## config.mk

```make
export PLATFORM = sky130hd
export DESIGN_NAME = hazard_interlock_flat
export DESIGN_NICKNAME = d
export VERILOG_FILES = /design/src/rtl/hazard_interlock_if.sv /design/src/rtl/hazard_interlock.sv /design/src/flat_wrapper.sv
export SDC_FILE = /design/constraint.sdc
export NUM_CORES = 1
export LEC_CHECK = 0
export CORE_MARGIN = 10
export CORE_UTILIZATION = 53
export CTS_CLUSTER_DIAMETER = 50
export DETAILED_ROUTE_END_ITERATION = 10
export PLACE_DENSITY = 0.85
export SYNTH_ARGS = -nofsm -noshare
export SYNTH_HDL_FRONTEND = slang
export SYNTH_SLANG_ARGS = --single-unit
```

## constraint.sdc

```tcl
create_clock -name clk -period 4 [get_ports clk]
set_input_delay 0.8 -clock clk [delete_from_list [all_inputs] [get_ports clk]]
set_output_delay 0.8 -clock clk [all_outputs]
set_load 0.005 [all_outputs]
```

## src/rtl/hazard_interlock_if.sv

```systemverilog
// ID-stage hazard bundle: decoded source/write flags in, stall, forward selects and stall count out.
interface hazard_interlock_if #(
  parameter int CNT_W = 16
) ();
  logic             hold;
  logic             flush;
  logic             id_valid;
  logic [4:0]       id_rs;
  logic [4:0]       id_rt;
  logic             id_r1_used;
  logic             id_r2_used;
  logic             id_hi_used;
  logic             id_lo_used;
  logic             id_regwrite;
  logic [4:0]       id_dst;
  logic             id_memtoreg;
  logic             id_hiwrite;
  logic             id_lowrite;
  logic             stall;
  logic [1:0]       fwd_a;
  logic [1:0]       fwd_b;
  logic [CNT_W-1:0] stall_cycles;

  modport master (
    output hold, flush, id_valid, id_rs, id_rt,
           id_r1_used, id_r2_used, id_hi_used, id_lo_used,
           id_regwrite, id_dst, id_memtoreg, id_hiwrite, id_lowrite,
    input  stall, fwd_a, fwd_b, stall_cycles
  );

  modport slave (
    input  hold, flush, id_valid, id_rs, id_rt,
           id_r1_used, id_r2_used, id_hi_used, id_lo_used,
           id_regwrite, id_dst, id_memtoreg, id_hiwrite, id_lowrite,
    output stall, fwd_a, fwd_b, stall_cycles
  );
endinterface

```

## src/rtl/hazard_interlock.sv

```systemverilog
// Tracks EX/MEM/WB write footprints and derives the ID stall, EX operand forward
// selects and a saturating stall-cycle counter for the 5-stage MIPS pipeline.
module hazard_interlock #(
  parameter int FORWARD = 1,
  parameter int CNT_W   = 16
) (
  input  logic               clk,
  input  logic               rst_n,
  hazard_interlock_if.slave  bus
);

  typedef struct packed {
    logic       v;
    logic       regwrite;
    logic [4:0] dst;
    logic       memtoreg;
    logic       hiwrite;
    logic       lowrite;
  } slot_t;

  localparam logic [CNT_W-1:0] CNT_MAX = '1;

  slot_t            ex_q, ex_d, mem_q, mem_d, wb_q, wb_d;
  logic [1:0]       fwd_a_q, fwd_a_d, fwd_b_q, fwd_b_d;
  logic [CNT_W-1:0] cnt_q, cnt_d;

  logic             ex_prod, mem_prod;
  logic [4:0]       src     [2];
  logic [1:0]       src_used;
  logic [1:0]       m_ex, m_mem;
  logic [1:0]       fwd_sel [2];
  logic             gpr_haz, hilo_haz, stall, issue;

  // The regfile bypasses WB writes internally, so the WB slot never feeds hazards.
  logic unused_slot_bits;
  assign unused_slot_bits = ^{wb_q, mem_q.memtoreg};

  assign ex_prod  = ex_q.v  & ex_q.regwrite  & (ex_q.dst  != 5'd0);
  assign mem_prod = mem_q.v & mem_q.regwrite & (mem_q.dst != 5'd0);

  assign src[0]      = bus.id_rs;
  assign src[1]      = bus.id_rt;
  assign src_used[0] = bus.id_r1_used;
  assign src_used[1] = bus.id_r2_used;

  generate
    for (genvar gi = 0; gi < 2; gi++) begin : g_src
      assign m_ex[gi]  = bus.id_valid & src_used[gi] & (src[gi] != 5'd0) &
                         ex_prod & (ex_q.dst == src[gi]);
      assign m_mem[gi] = bus.id_valid & src_used[gi] & (src[gi] != 5'd0) &
                         mem_prod & (mem_q.dst == src[gi]);
      // Youngest producer wins: EX/MEM result beats MEM/WB result.
      assign fwd_sel[gi] = m_ex[gi] ? 2'd1 : (m_mem[gi] ? 2'd2 : 2'd0);
    end
  endgenerate

  assign gpr_haz  = (FORWARD != 0) ? ((|m_ex) & ex_q.memtoreg) : ((|m_ex) | (|m_mem));
  assign hilo_haz = (bus.id_hi_used & ((ex_q.v & ex_q.hiwrite) | (mem_q.v & mem_q.hiwrite))) |
                    (bus.id_lo_used & ((ex_q.v & ex_q.lowrite) | (mem_q.v & mem_q.lowrite)));
  assign stall    = bus.id_valid & ~bus.flush & (gpr_haz | hilo_haz);
  assign issue    = bus.id_valid & ~bus.flush & ~stall;

  always_comb begin
    ex_d    = ex_q;
    mem_d   = mem_q;
    wb_d    = wb_q;
    fwd_a_d = fwd_a_q;
    fwd_b_d = fwd_b_q;
    cnt_d   = cnt_q;
    if (!bus.hold) begin
      wb_d  = mem_q;
      mem_d = ex_q;
      ex_d  = '{v:        issue,
                regwrite: bus.id_regwrite,
                dst:      bus.id_dst,
                memtoreg: bus.id_memtoreg,
                hiwrite:  bus.id_hiwrite,
                lowrite:  bus.id_lowrite};
      fwd_a_d = ((FORWARD != 0) && issue) ? fwd_sel[0] : 2'd0;
      fwd_b_d = ((FORWARD != 0) && issue) ? fwd_sel[1] : 2'd0;
      if (stall && (cnt_q != CNT_MAX)) begin
        cnt_d = cnt_q + 1'b1;
      end
    end
  end

  always_ff @(posedge clk) begin
    if (!rst_n) begin
      ex_q    <= '0;
      mem_q   <= '0;
      wb_q    <= '0;
      fwd_a_q <= 2'd0;
      fwd_b_q <= 2'd0;
      cnt_q   <= '0;
    end else begin
      ex_q    <= ex_d;
      mem_q   <= mem_d;
      wb_q    <= wb_d;
      fwd_a_q <= fwd_a_d;
      fwd_b_q <= fwd_b_d;
      cnt_q   <= cnt_d;
    end
  end

  assign bus.stall        = stall;
  assign bus.fwd_a        = fwd_a_q;
  assign bus.fwd_b        = fwd_b_q;
  assign bus.stall_cycles = cnt_q;

endmodule
```

## src/flat_wrapper.sv

```systemverilog
// flat-port wrapper written by rule: the top's interface ports become plain ports
module hazard_interlock_flat 
#(
  parameter int FORWARD = 1,
  parameter int CNT_W   = 16
)
  (clk, rst_n, bus_hold, bus_flush, bus_id_valid, bus_id_rs, bus_id_rt, bus_id_r1_used, bus_id_r2_used, bus_id_hi_used, bus_id_lo_used, bus_id_regwrite, bus_id_dst, bus_id_memtoreg, bus_id_hiwrite, bus_id_lowrite, bus_stall, bus_fwd_a, bus_fwd_b, bus_stall_cycles);
  hazard_interlock_if #(.CNT_W(CNT_W)) bus_i ();
  input  logic clk;
  input  logic rst_n;
  input wire logic [$bits(bus_i.hold)-1:0] bus_hold;
  input wire logic [$bits(bus_i.flush)-1:0] bus_flush;
  input wire logic [$bits(bus_i.id_valid)-1:0] bus_id_valid;
  input wire logic [$bits(bus_i.id_rs)-1:0] bus_id_rs;
  input wire logic [$bits(bus_i.id_rt)-1:0] bus_id_rt;
  input wire logic [$bits(bus_i.id_r1_used)-1:0] bus_id_r1_used;
  input wire logic [$bits(bus_i.id_r2_used)-1:0] bus_id_r2_used;
  input wire logic [$bits(bus_i.id_hi_used)-1:0] bus_id_hi_used;
  input wire logic [$bits(bus_i.id_lo_used)-1:0] bus_id_lo_used;
  input wire logic [$bits(bus_i.id_regwrite)-1:0] bus_id_regwrite;
  input wire logic [$bits(bus_i.id_dst)-1:0] bus_id_dst;
  input wire logic [$bits(bus_i.id_memtoreg)-1:0] bus_id_memtoreg;
  input wire logic [$bits(bus_i.id_hiwrite)-1:0] bus_id_hiwrite;
  input wire logic [$bits(bus_i.id_lowrite)-1:0] bus_id_lowrite;
  output wire logic [$bits(bus_i.stall)-1:0] bus_stall;
  output wire logic [$bits(bus_i.fwd_a)-1:0] bus_fwd_a;
  output wire logic [$bits(bus_i.fwd_b)-1:0] bus_fwd_b;
  output wire logic [$bits(bus_i.stall_cycles)-1:0] bus_stall_cycles;
  assign bus_i.hold = bus_hold;
  assign bus_i.flush = bus_flush;
  assign bus_i.id_valid = bus_id_valid;
  assign bus_i.id_rs = bus_id_rs;
  assign bus_i.id_rt = bus_id_rt;
  assign bus_i.id_r1_used = bus_id_r1_used;
  assign bus_i.id_r2_used = bus_id_r2_used;
  assign bus_i.id_hi_used = bus_id_hi_used;
  assign bus_i.id_lo_used = bus_id_lo_used;
  assign bus_i.id_regwrite = bus_id_regwrite;
  assign bus_i.id_dst = bus_id_dst;
  assign bus_i.id_memtoreg = bus_id_memtoreg;
  assign bus_i.id_hiwrite = bus_id_hiwrite;
  assign bus_i.id_lowrite = bus_id_lowrite;
  assign bus_stall = bus_i.stall;
  assign bus_fwd_a = bus_i.fwd_a;
  assign bus_fwd_b = bus_i.fwd_b;
  assign bus_stall_cycles = bus_i.stall_cycles;
  hazard_interlock #(.FORWARD(FORWARD), .CNT_W(CNT_W)) u_core (.clk(clk), .rst_n(rst_n), .bus(bus_i));
endmodule
```

==> impl_metrics.ini <==
[status]
status = completed

[finish]
final_util_pct = 70.66
syn_to_final_growth_pct = 28.90
fillers = 302
stdcell_count = 317
drive_gt1_share_pct = 5.204
final_area_mm2 = 0.002606
nets = 297
multiInputGateArea_mm2 = 0.001170
seq_area_um2 = 780.7
diodes = 0

[synthesis]
synth_cell_type_count = 34
synth_fp_nets = 252
synthTopCellsByArea = dfxtp_1, mux2i_1, xnor2_1, nor2_1, o31ai_1
synthMuxAreaShare_pct = 10.40
seq_area_frac_synth_pct = 38.61
yosys.area.top_type = dfxtp_1
synthSimpleGateAreaFrac_pct = 23.39
synth_cells = 223
synth.top_cell.area_share_pct = 38.61
syn_area_mm2 = 0.002022
synth_ff_type = dfxtp_1
synth-seq-cells = 39
synthAdderAreaFrac_pct = 0.6188
synth_edf_count = 0
ys.warnings.count = 0
avgSynthCellArea_um2 = 9.067
synth-compound-area-share_pct = 14.79
async_flop_share_pct = 0
synth_common_cells = dfxtp_1, nor2_1, mux2i_1, xnor2_1
synth_most_common_cell = dfxtp_1
synth_top_family_by_area = simple AND/OR/NAND/NOR gates
synth_xor_area_share_pct = 8.663

[detailed_routing]
drc = 0
dr_total_vias = 1846
drtAntennaViolNets = 0
first_pass_iters = 4
vias_per_cell = 5.823
drtIter0Drc = 216
totalWireLength_mm = 4.949
avgRoutedWirePerCell_um = 15.61

[global_routing]
grt_remaining_overflow = 0
grt_pass1_wl_mm = 8.190
track_usage_pct = 15.35
grt_max_degree = 33
grt_pass1_vias = 1772
antenna_found_initial = 0

[clock_network]
cts_tree = built
clockRootBuffer = clkbuf_8
cts_max_path_buffers = 2
cts-hold-fix-buffers = 0
h-tree-depth = 2
cts_made_buffers = 5
cts_resized = 0
path_clk_slew_ns = 0.09
clock-sinks = 39
worstSkewPairLatency_ns = 0.30
post-cts-setup-buffer-count = 0

[power]
totalPowerFinal_uw = 783.4
p_leak_nw = 0.9247
p_per_area_mw_per_mm2 = 300.6
max-vdd-ir-drop_v = 0.0002670

[critical_path]
critPathCaptureType = output port
crit_fanout = 3
critPathLaunchType = input pin
crit_path_top_delay_cell = or4_1
crit_type = in2out
slowest_delay_ns = 0.54
arrival_ns = 2.85
crit_top_cell = clkdlybuf4s50_1
path_cells = clkdlybuf4s50_1, or4_1, o211ai_1, o41ai_1, a21oi_2, nor2_1, clkdlybuf4s50_1
required_ns = 3.20
crit_family = buffers and inverters
critPathBufInv = 2

[timing]
whs_ns = 0.4863
skew_ns = 0.005165
hold_viol = 0
period_share_pct = 91.32
rsz0062_at_grt = false
worst_slack_ns = 0.3473
maxSlewHeadroom_pct = 40.92
worst_pin_slew_ns = 0.8853
clock.fmax_ghz = 0.2738
setup-tns-final_ns = 0
finalSetupViolCount = 0
fin_crit_ns = 3.653
final-max-slew-violation-count = 0

[placed_design]
dp.cells = 309
dpl.hpwl_mm = 3.705
gp_congestion = 0.8791
placed_cell_area_mm2 = 0.002514
io_buffers = 48
dp_slack_ns = 0.3404

[die]
initial_core_util_pct = 54.82
pin_count = 49
dieArea_mm2 = 0.006686
die_h_um = 81.77
core_mm2 = 0.003689
core.rowCount = 22
die_width_um = 81.77

[hold_path]
hold_path_class = reg2reg

[job]
maxCapViolCount = 0
-- kinds of logic after synthesis --
| family | Yosys count |
|---|---|
| and+or+nand+nor | 87 |
| DFF | 39 |
| xor gates and xnor gates | 20 |
| AOI/OAI and AO/OA | 41 |
| muxes | 21 |
| buffers and inverters | 14 |
| adders and majority gates | 1 |
-- registers in the layout, summed over array words and instances, names as in the netlist --
signal	count
u_core.bus.stall_cycles	16
u_core.bus.fwd_b	2
u_core.bus.fwd_a	2
u_core.ex_q	10
u_core.mem_q	9
-- where the power goes --
part / switching [mW] / internal [mW]
sequential: 0.0121 / 0.397
clock: 0.158 / 0.125
combinational: 0.0415 / 0.0506
total: 0.211 / 0.572
-- placed cells by master (no fill, tap or decap), drive strengths merged, types with 2 or more instances in the layout --
cell type / n
or4: 9
xnor2: 16
clkinvlp: 2
clkdlybuf4s50: 48
and4: 2
o21ai: 4
nand4: 5
nor4: 2
xor2: 4
nand2: 13
nand3: 13
a21oi: 11
nor3: 2
clkbuf: 5
buf: 2
o211ai: 8
mux2i: 21
a32oi: 2
inv: 3
o31ai: 11
nor2: 23
dfxtp: 39
a22o: 2
nand2b: 8
or3: 4
and3: 5
-- layout make-up --
| cell class | count | share of cell area [%] |
|---|---|---|
| inverter | 2 | 0.2880 |
| sequential | 39 | 29.96 |
| multi-input combinational | 170 | 44.89 |
| tap | 48 | 2.304 |
| clock inverter | 3 | 0.9121 |
| clock buffer | 5 | 2.640 |
| timing repair buffer | 50 | 19.01 |
-- path summary, 6_finish.rpt --
kind	endpoint	cells after the start	slack [ns]	from
worst max-delay path	bus_stall	7	0.35	bus_id_rt[0]
worst min-delay path	u_core.bus.fwd_b[1]$_SDFFE_PN0N_	2	0.49	u_core.bus.fwd_b[1]$_SDFFE_PN0N_
worst min register to register	u_core.bus.fwd_b[1]$_SDFFE_PN0N_	2	0.49	u_core.bus.fwd_b[1]$_SDFFE_PN0N_
worst max register to register	u_core.bus.fwd_b[1]$_SDFFE_PN0N_	7	1.62	u_core.ex_q[3]$_SDFFE_PN0N_
-- worst min-delay path, stage by stage, from the launching register on --
cell and delay (ns):
dfxtp_1 0.32, nand3_1 0.06, o31ai_1 0.06
-- metal layers --
metal,up-vias,wire length (um),track usage [%],share of wire (%)
met5,-,0,0,0
met4,0,50,6.463,1.0
met3,6,361,4.803,7.3
met2,57,2307,23.28,47
met1,871,2229,19.66,45
li1,912,-,-,-
Note: power is estimated with default switching activity, not from simulation.
